`config.mk`:
```
export PLATFORM = sky130hd
export DESIGN_NAME = multicycle_controller_flat
export DESIGN_NICKNAME = d
export VERILOG_FILES = /design/src/rtl/multicycle_controller_if.sv /design/src/rtl/multicycle_controller.sv /design/src/flat_wrapper.sv
export SDC_FILE = /design/constraint.sdc
export NUM_CORES = 1
export LEC_CHECK = 0
export CORE_MARGIN = 5
export CORE_UTILIZATION = 36
export CTS_BUF_LIST = sky130_fd_sc_hd__clkbuf_8
export DETAILED_ROUTE_END_ITERATION = 12
export PLACE_DENSITY = 0.58
export SLEW_MARGIN = 5
export SYNTH_ARGS = -nofsm -noshare
export SYNTH_HDL_FRONTEND = slang
export SYNTH_SLANG_ARGS = --single-unit
```
`constraint.sdc`:
```
create_clock -name clk -period 5.2 [get_ports clk]
set_input_delay 1.04 -clock clk [delete_from_list [all_inputs] [get_ports clk]]
set_output_delay 1.04 -clock clk [all_outputs]
set_load 0.02 [all_outputs]
```
`src/rtl/multicycle_controller_if.sv`:
```
// Control/handshake bundle between the multicycle datapath and its controller.
// master: datapath side (drives status/handshake inputs of the controller).
// slave:  controller side.
interface multicycle_controller_if #(
  parameter int unsigned OPW  = 4,
  parameter int unsigned CNTW = 16
);
  logic            Start;
  logic [OPW-1:0]  Op_Code;
  logic            Zero;
  logic            Mem_Ready;
  logic            Mem_Req;
  logic            Mem_Write;
  logic            IR_Write;
  logic            PC_Write;
  logic [1:0]      PC_Src;
  logic            Reg_Write;
  logic            Mem_To_Reg;
  logic [2:0]      ALU_Op;
  logic            Halted;
  logic            Error;
  logic [2:0]      State;
  logic [CNTW-1:0] Instr_Count;

  modport master (
    output Start, Op_Code, Zero, Mem_Ready,
    input  Mem_Req, Mem_Write, IR_Write, PC_Write, PC_Src, Reg_Write, Mem_To_Reg,
    input  ALU_Op, Halted, Error, State, Instr_Count
  );

  modport slave (
    input  Start, Op_Code, Zero, Mem_Ready,
    output Mem_Req, Mem_Write, IR_Write, PC_Write, PC_Src, Reg_Write, Mem_To_Reg,
    output ALU_Op, Halted, Error, State, Instr_Count
  );
endinterface

```
`src/rtl/multicycle_controller.sv`:
```
// Multicycle CPU control FSM: fetch/decode/exec/mem/writeback sequencing with a
// memory-wait timeout, sticky error state and a retired-instruction counter.
// Level outputs (Mem_Req, ALU_Op, ...) are registered from the next state; the
// strobes that must react to Mem_Ready/Zero in the same cycle are decoded.
module multicycle_controller #(
  parameter int unsigned OPW     = 4,
  parameter int unsigned TIMEOUT = 16,
  parameter int unsigned CNTW    = 16
) (
  input logic                    clk,
  input logic                    rst_n,
  multicycle_controller_if.slave ctrl_io
);

  typedef enum logic [2:0] {
    StIdle   = 3'd0,
    StFetch  = 3'd1,
    StDecode = 3'd2,
    StExec   = 3'd3,
    StMem    = 3'd4,
    StWb     = 3'd5,
    StHalt   = 3'd6,
    StErr    = 3'd7
  } state_e;

  localparam int unsigned      WaitW    = $clog2(TIMEOUT + 1);
  localparam logic [WaitW-1:0] WaitLast = WaitW'(TIMEOUT - 1);

  localparam logic [OPW-1:0] OpLoad   = OPW'(4'b1000);
  localparam logic [OPW-1:0] OpBranch = OPW'(4'b1001);
  localparam logic [OPW-1:0] OpStore  = OPW'(4'b1010);
  localparam logic [OPW-1:0] OpJump   = OPW'(4'b1110);
  localparam logic [OPW-1:0] OpHalt   = OPW'(4'b1111);

  function automatic logic [2:0] alu_map(input logic [OPW-1:0] op);
    logic [2:0] alu;
    case (op)
      OPW'(4'b0010): alu = 3'd2;
      OPW'(4'b0100): alu = 3'd6;
      OPW'(4'b0101): alu = 3'd3;
      OPW'(4'b0110): alu = 3'd5;
      OPW'(4'b1011): alu = 3'd0;
      OPW'(4'b1100): alu = 3'd4;
      OPW'(4'b1101): alu = 3'd7;
      default:       alu = 3'd1;
    endcase
    return alu;
  endfunction

  state_e          state_q, state_d;
  logic [OPW-1:0]  op_q, op_d;
  logic [WaitW-1:0] wait_q, wait_d;
  logic [CNTW-1:0] cnt_q, cnt_d;
  logic            retire;
  logic            ir_write, pc_write;
  logic [1:0]      pc_src;
  logic            op_upper_nz;

  logic       mem_req_q, mem_req_d;
  logic       mem_write_q, mem_write_d;
  logic       reg_write_q, reg_write_d;
  logic       mem_to_reg_q, mem_to_reg_d;
  logic [2:0] alu_op_q, alu_op_d;
  logic       halted_q, halted_d;
  logic       error_q, error_d;

  // Opcodes wider than the 4-bit base set are illegal when any extension bit is set.
  if (OPW > 4) begin : g_upper
    assign op_upper_nz = |ctrl_io.Op_Code[OPW-1:4];
  end else begin : g_no_upper
    assign op_upper_nz = 1'b0;
  end

  // Next-state, wait counter, retirement and same-cycle strobes.
  always_comb begin
    state_d  = state_q;
    op_d     = op_q;
    wait_d   = '0;
    retire   = 1'b0;
    ir_write = 1'b0;
    pc_write = 1'b0;
    pc_src   = 2'd0;
    unique case (state_q)
      StIdle: begin
        if (ctrl_io.Start) state_d = StFetch;
      end
      StFetch: begin
        if (ctrl_io.Mem_Ready) begin
          ir_write = 1'b1;
          pc_write = 1'b1;
          state_d  = StDecode;
        end else if (wait_q == WaitLast) begin
          state_d = StErr;
        end else begin
          wait_d = wait_q + WaitW'(1);
        end
      end
      StDecode: begin
        op_d = ctrl_io.Op_Code;
        if (ctrl_io.Op_Code == OpHalt) begin
          state_d = StHalt;
          retire  = 1'b1;
        end else if (op_upper_nz) begin
          state_d = StErr;
        end else begin
          state_d = StExec;
        end
      end
      StExec: begin
        if (op_q == OpBranch) begin
          if (ctrl_io.Zero) begin
            pc_write = 1'b1;
            pc_src   = 2'd1;
          end
          state_d = StFetch;
          retire  = 1'b1;
        end else if (op_q == OpJump) begin
          pc_write = 1'b1;
          pc_src   = 2'd2;
          state_d  = StFetch;
          retire   = 1'b1;
        end else if (op_q == OpLoad || op_q == OpStore) begin
          state_d = StMem;
        end else begin
          state_d = StWb;
        end
      end
      StMem: begin
        if (ctrl_io.Mem_Ready) begin
          if (op_q == OpStore) begin
            state_d = StFetch;
            retire  = 1'b1;
          end else begin
            state_d = StWb;
          end
        end else if (wait_q == WaitLast) begin
          state_d = StErr;
        end else begin
          wait_d = wait_q + WaitW'(1);
        end
      end
      StWb: begin
        state_d = StFetch;
        retire  = 1'b1;
      end
      StHalt: begin
        if (ctrl_io.Start) state_d = StFetch;
      end
      StErr: begin
        state_d = StErr;
      end
    endcase
    cnt_d = cnt_q + CNTW'(retire);
  end

  // Level outputs for the state being entered, so they are valid from its first cycle.
  always_comb begin
    mem_req_d    = (state_d == StFetch) || (state_d == StMem);
    mem_write_d  = (state_d == StMem) && (op_d == OpStore);
    reg_write_d  = (state_d == StWb);
    mem_to_reg_d = (state_d == StWb) && (op_d == OpLoad);
    alu_op_d     = (state_d == StExec || state_d == StWb) ? alu_map(op_d) : 3'd0;
    halted_d     = (state_d == StHalt);
    error_d      = (state_d == StErr);
  end

  // State and registered outputs; reset clears everything immediately.
  always_ff @(posedge clk or negedge rst_n) begin
    if (!rst_n) begin
      state_q      <= StIdle;
      op_q         <= '0;
      wait_q       <= '0;
      cnt_q        <= '0;
      mem_req_q    <= 1'b0;
      mem_write_q  <= 1'b0;
      reg_write_q  <= 1'b0;
      mem_to_reg_q <= 1'b0;
      alu_op_q     <= 3'd0;
      halted_q     <= 1'b0;
      error_q      <= 1'b0;
    end else begin
      state_q      <= state_d;
      op_q         <= op_d;
      wait_q       <= wait_d;
      cnt_q        <= cnt_d;
      mem_req_q    <= mem_req_d;
      mem_write_q  <= mem_write_d;
      reg_write_q  <= reg_write_d;
      mem_to_reg_q <= mem_to_reg_d;
      alu_op_q     <= alu_op_d;
      halted_q     <= halted_d;
      error_q      <= error_d;
    end
  end

  assign ctrl_io.Mem_Req     = mem_req_q;
  assign ctrl_io.Mem_Write   = mem_write_q;
  assign ctrl_io.IR_Write    = ir_write;
  assign ctrl_io.PC_Write    = pc_write;
  assign ctrl_io.PC_Src      = pc_src;
  assign ctrl_io.Reg_Write   = reg_write_q;
  assign ctrl_io.Mem_To_Reg  = mem_to_reg_q;
  assign ctrl_io.ALU_Op      = alu_op_q;
  assign ctrl_io.Halted      = halted_q;
  assign ctrl_io.Error       = error_q;
  assign ctrl_io.State       = state_q;
  assign ctrl_io.Instr_Count = cnt_q;

endmodule

```
`src/flat_wrapper.sv`:
```
// flat-port wrapper written by rule: the top's interface ports become plain ports
module multicycle_controller_flat 
#(
  parameter int unsigned OPW     = 4,
  parameter int unsigned TIMEOUT = 16,
  parameter int unsigned CNTW    = 16
)
  (clk, rst_n, ctrl_io_Start, ctrl_io_Op_Code, ctrl_io_Zero, ctrl_io_Mem_Ready, ctrl_io_Mem_Req, ctrl_io_Mem_Write, ctrl_io_IR_Write, ctrl_io_PC_Write, ctrl_io_PC_Src, ctrl_io_Reg_Write, ctrl_io_Mem_To_Reg, ctrl_io_ALU_Op, ctrl_io_Halted, ctrl_io_Error, ctrl_io_State, ctrl_io_Instr_Count);
  multicycle_controller_if #(.OPW(OPW), .CNTW(CNTW)) ctrl_io_i ();
  input logic clk;
  input logic rst_n;
  input wire logic [$bits(ctrl_io_i.Start)-1:0] ctrl_io_Start;
  input wire logic [$bits(ctrl_io_i.Op_Code)-1:0] ctrl_io_Op_Code;
  input wire logic [$bits(ctrl_io_i.Zero)-1:0] ctrl_io_Zero;
  input wire logic [$bits(ctrl_io_i.Mem_Ready)-1:0] ctrl_io_Mem_Ready;
  output wire logic [$bits(ctrl_io_i.Mem_Req)-1:0] ctrl_io_Mem_Req;
  output wire logic [$bits(ctrl_io_i.Mem_Write)-1:0] ctrl_io_Mem_Write;
  output wire logic [$bits(ctrl_io_i.IR_Write)-1:0] ctrl_io_IR_Write;
  output wire logic [$bits(ctrl_io_i.PC_Write)-1:0] ctrl_io_PC_Write;
  output wire logic [$bits(ctrl_io_i.PC_Src)-1:0] ctrl_io_PC_Src;
  output wire logic [$bits(ctrl_io_i.Reg_Write)-1:0] ctrl_io_Reg_Write;
  output wire logic [$bits(ctrl_io_i.Mem_To_Reg)-1:0] ctrl_io_Mem_To_Reg;
  output wire logic [$bits(ctrl_io_i.ALU_Op)-1:0] ctrl_io_ALU_Op;
  output wire logic [$bits(ctrl_io_i.Halted)-1:0] ctrl_io_Halted;
  output wire logic [$bits(ctrl_io_i.Error)-1:0] ctrl_io_Error;
  output wire logic [$bits(ctrl_io_i.State)-1:0] ctrl_io_State;
  output wire logic [$bits(ctrl_io_i.Instr_Count)-1:0] ctrl_io_Instr_Count;
  assign ctrl_io_i.Start = ctrl_io_Start;
  assign ctrl_io_i.Op_Code = ctrl_io_Op_Code;
  assign ctrl_io_i.Zero = ctrl_io_Zero;
  assign ctrl_io_i.Mem_Ready = ctrl_io_Mem_Ready;
  assign ctrl_io_Mem_Req = ctrl_io_i.Mem_Req;
  assign ctrl_io_Mem_Write = ctrl_io_i.Mem_Write;
  assign ctrl_io_IR_Write = ctrl_io_i.IR_Write;
  assign ctrl_io_PC_Write = ctrl_io_i.PC_Write;
  assign ctrl_io_PC_Src = ctrl_io_i.PC_Src;
  assign ctrl_io_Reg_Write = ctrl_io_i.Reg_Write;
  assign ctrl_io_Mem_To_Reg = ctrl_io_i.Mem_To_Reg;
  assign ctrl_io_ALU_Op = ctrl_io_i.ALU_Op;
  assign ctrl_io_Halted = ctrl_io_i.Halted;
  assign ctrl_io_Error = ctrl_io_i.Error;
  assign ctrl_io_State = ctrl_io_i.State;
  assign ctrl_io_Instr_Count = ctrl_io_i.Instr_Count;
  multicycle_controller #(.OPW(OPW), .TIMEOUT(TIMEOUT), .CNTW(CNTW)) u_core (.clk(clk), .rst_n(rst_n), .ctrl_io(ctrl_io_i));
endmodule
```
# Word-level counts from Yosys, hierarchy flattened
# Cells that the tools add are included.
dict set report classes {
  eq_ne 28
  n_reduce_logical 8
  mul 0
  shifts 0
  addsub 2
  bitwise 0
  magnitude_cmp 0
  div 0
  n_mux 31
}
# op count
set ops {}
lappend ops {{$pmux 3 s7} 2}
lappend ops {{$eq 4x4->1 const B} 10}
lappend ops {{$mux 3} 9}
lappend ops {{$eq 3x3->1 const B} 8}
lappend ops {{$add 16x1->16} 1}
lappend ops {{$mux 5} 3}
lappend ops {{$eq 4x3->1 const B} 3}
lappend ops {{$mux 1} 11}
lappend ops {{$eq 3x2->1 const B} 3}
lappend ops {{$eq 3x1->1 const B} 2}
lappend ops {{$mux 2} 3}
lappend ops {{$add 5x1->5 const B} 1}
lappend ops {{$eq 5x4->1 const B} 1}
lappend ops {{$eq 4x2->1 const B} 1}
lappend ops {{$mux 4} 1}
lappend ops {{$pmux 1 s4} 1}
lappend ops {{$reduce_or 2->1} 2}
lappend ops {{$logic_not 3->1} 1}
lappend ops {{$logic_or 1x1->1} 3}
lappend ops {{$logic_and 1x1->1} 2}
lappend ops {{$pmux 1 s2} 1}
dict set report word_totals {
  in_bits 9
  output_inout_bits 32
  romBits 0
  wordCells 80
  mem_count 0
  register_bits 37
  mem_bits_rw 0
  latch_bits 0
}

# Longest topological paths before layout
dict set report depth {
  word_depth 9
  depth_mapped 10
  depth_no_buf 10
}

# Least setup slack after synthesis
# No wires, ideal clock.
dict set report synth_timing {
  path_type {register -> output}
  startpoint {reg u_core.state_q[0], in the netlist u_core.ctrl_io.State[0]}
  endpoint {out ctrl_io_PC_Write}
  t_arrival_ns 2.096
  required_ns 4.160
  stages_incl_launch_ff 6
  setup_slack_ns 2.064
  n_path_buf 1
  path_cell_list {dfrtp_1 -> buf_2 -> nor2b_1 -> nand3_1 -> nor4_1 -> or3_1}
}
dict set report synth_via {
  elab_chain_cells 2
  elab_cells_between_ends 3
  classes_between {eq/ne: 2; mux: 1}
}
# element line_no
set synth_lines {}
lappend synth_lines {{start, declared} multicycle_controller.sv:50} ;# state_e state_q, state_d;
lappend synth_lines {{start signal, assigned} multicycle_controller.sv:170} ;# state_q <= StIdle;
lappend synth_lines {{start signal, assigned} multicycle_controller.sv:182} ;# state_q <= state_d;
lappend synth_lines {{$eq 3x2->1 / $eq 3x1->1 (equally long branches)} multicycle_controller.sv:83} ;# unique case (state_q)
lappend synth_lines {{$pmux 1 s2 *} multicycle_controller.sv:83}
lappend synth_lines {{end, declared} flat_wrapper.sv:19} ;# output wire logic [$bits(ctrl_io_i.PC_Write)-1:0] ctrl_io_PC_Write;
# Every way passes the cells marked *; elsewhere a longest branch is shown, timed or not.

# Worst setup path after layout
dict set report layout_timing {
  startpoint {in ctrl_io_Mem_Ready}
  endpoint {out ctrl_io_PC_Write}
}
dict set report layout_via {
  elab_chain_cells 2
}
# element line_no
set layout_lines {}
lappend layout_lines {{start, declared} flat_wrapper.sv:15} ;# input wire logic [$bits(ctrl_io_i.Mem_Ready)-1:0] ctrl_io_Mem_Ready;
lappend layout_lines {{$mux 1} multicycle_controller.sv:88} ;# if (ctrl_io.Mem_Ready) begin
lappend layout_lines {{$pmux 1 s2} multicycle_controller.sv:83}
# No other way between the ends.

==> metrics.txt <==
combinational power share=47.3%; Starting Density=between 30 and 40%; most common cell in the netlist=dfrtp_1; arrival time worst endpoint=~2.8 ns; clk_lat worst skew=between 0.2 and 0.3 ns; Place WS=~1.4 ns; Fmax=0.2621 GHz; antenna-violating nets left=0; total track usage=around an eighth; sequential share of power=34.0%; leading area contributor after synthesis=dfrtp_1; hpwl dp=approximately 2900 um; clock sinks=37; DR vias/cell=between 4 and 5; number of setup violations in the final report=0; final instance area=0.002459 mm2; #FFs+latches synth=37; drt first pass iters=4; ranking of synthesized cells by area=dfrtp_1, xnor2_1, nor2_1; routed via count=roughly 1.4k; Layout area overhead=30.48%; TritonCTS clock tree=done; Synth cell types=44; Post-CTS Setup Bufs=0; worst clock skew=0.009662 ns; post-layout util=around 48%; Critical Path Sink Type=primary output; CP Data Required Time=around 4.2 ns; Worst Hold Class=reg -> reg; crit path launch type=input port; Synth Net Count=between 150 and 200; number of global-route vias before repair=1399; peak supply drop=0.2982 mV; antenna cells=0; initial DRC count=87; post-layout minimum cycle time=about 3.8 ns; Pint=between 0.7 and 0.8 mW; Placement Rows=26; Resized cells post-CTS=0; grt ovf=0; Clk network pwr share=between 10% and 20%; drt total wl=3941 um; CTS Buf Count=5; Placer Congestion=roughly 0.76; Mean Syn Cell Area=between 10 and 15 um2; setup TNS=0 ns; proportion of netlist area held by the largest area contributor=between 40% and 50%; max-capacitance violation count=0; Die X=around 82 um; IO Pins=just over 40; CTS max path bufs=2; CORE AREA=0.005107 mm2; Leak=between 1 and 1.5 nW; kind of critical path=in -> out; DRC errors left=0; clock slew at the register clock pins of the worst setup and hold paths=approximately 0.070 ns; CTS Hold Bufs=0; post-synthesis cell area=~0.0019 mm2; status=finished clean; root buffer cell=clkbuf_8; number of synthesis warnings=0; RSZ-0062 raised after global routing=no; P per Cell Area=roughly 550 mW/mm2; Least-Margin Pin Slew=roughly 0.81 ns; first-pass GRT wire length=6824 um; H-tree Lvls=2; wire per inst=approximately 14 um; nets@finish=approximately 230; switching power=0.5508 mW; Worst Path Max Fanout=9; hold slack=between 0.4 and 0.5 ns; largest net degree at the start of global routing=38; number of flops mapped to enable cells by yosys=0; FFs w/ async S/R, synth=100.0%; Synth top cells by count=dfrtp_1, nor2_1, xnor2_1, nand2_1, nand3_1; die area=0.006781 mm2; Die Span Y=82.35 um; slack of the critical path=roughly 1.4 ns; Sw Ratio=40.86%; Post-synth top flop=dfrtp_1; Worst slew margin=46.19%; initial antenna violation count=0; PortBufs=40; share of cells above drive strength 1=9.132%; final hold vios=0; fill count=499; post-synthesis sequential area ratio=between 40% and 50%; final max-slew violation count=0; Post-DP Area=roughly 0.0023 mm2; Post-Synthesis Cells=175; Final period util=between 70% and 80%
[final cells by class]
class,count,area [um2],share of cell area [%]
inverters,8,30.03,1.221
well taps,70,87.58,3.562
repair buffers,40,395.4,16.08
clock inverters,2,33.78,1.374
flip-flops and latches,37,925.9,37.66
multi-input cells,126,903.4,36.74
clock buffers,6,82.58,3.359
[worst max-delay path, stage by stage]
cell	delay [ns]
clkdlybuf4s50_1	0.58
and3_1	0.27
or3_1	0.33
clkdlybuf4s50_1	0.54
[logic make-up (layout without fill, tap and decap cells)]
group                      count (synthesis)  after routing  share of synthesized area (%)
AOI/OAI and AO/OA                         20             20                          10.23
xor gates and xnor gates                  18             18                          8.366
adders and majority gates                  5              5                          3.320
buffers and inverters                     12             56                          2.921
DFF                                       37             37                          49.14
muxes                                      4              4                          2.523
and+or+nand+nor                           79             79                          23.51
[registers in the layout (all words and copies together) (netlist names), 3 cells and up]
name,count
u_core.ctrl_io.Instr_Count,16
u_core.wait_q,5
u_core.op_q,4
u_core.ctrl_io.ALU_Op,3
u_core.ctrl_io.State,3
[power groups by stage]
stage,Sequential (mW),Combinational [mW],Clock [mW]
3_5_place_dp,0.462,0.640,0
2_1_floorplan,0.469,0.435,0
3_3_place_gp,0.464,0.635,0
4_1_cts,0.459,0.642,0.259
5_1_grt,0.474,0.703,0.272
6_report,0.459,0.638,0.251
[metrics by stage]
step	total power, mW	instances
after global routing	1.449	289
final	1.348	289
after floorplan	0.9041	175
after CTS	1.359	289
after detailed placement	1.102	281
after global placement	1.099	281
[metal layers]
metal | wire [um] | global-route usage (%)
met4 | 34 | 3.987
met2 | 1753 | 19.71
met5 | 0 | 0
met3 | 216 | 4.230
met1 | 1936 | 18.05
[path summary, 6_finish.rpt]
kind                                                           from                                  endpoint  slack [ns]  cells after the start
min                        u_core.ctrl_io.Instr_Count[15]$_DFF_PN0_  u_core.ctrl_io.Instr_Count[15]$_DFF_PN0_        0.47                      1
max                                               ctrl_io_Mem_Ready                          ctrl_io_PC_Write        1.38                      4
min in group asynchronous                                     rst_n                u_core.wait_q[3]$_DFF_PN0_        0.84                      1
min reg2reg                u_core.ctrl_io.Instr_Count[15]$_DFF_PN0_  u_core.ctrl_io.Instr_Count[15]$_DFF_PN0_        0.47                      1
max in group asynchronous                                     rst_n   u_core.ctrl_io.Instr_Count[4]$_DFF_PN0_        3.84                      1
max reg2reg                       u_core.ctrl_io.State[1]$_DFF_PN0_        u_core.ctrl_io.Mem_Write$_DFF_PN0_        2.55                      7
[layout by cell type (no fill, tap or decap), types with 2 or more instances in the layout]
master / n
a21oi_1: 2
a31oi_1: 2
and3_1: 6
and3b_1: 2
clkbuf_8: 6
clkdlybuf4s50_1: 39
dfrtp_1: 37
ha_1: 5
inv_1: 8
mux2_2: 2
nand2_1: 12
nand2b_1: 4
nand3_1: 12
nand4_1: 4
nor2_1: 17
nor2b_1: 3
nor3_1: 4
nor3_2: 2
nor3b_1: 2
nor4_1: 3
o211ai_1: 3
o21ai_0: 4
or3_1: 2
xnor2_1: 13
xor2_1: 5
Power figures use the tool's default switching activity.
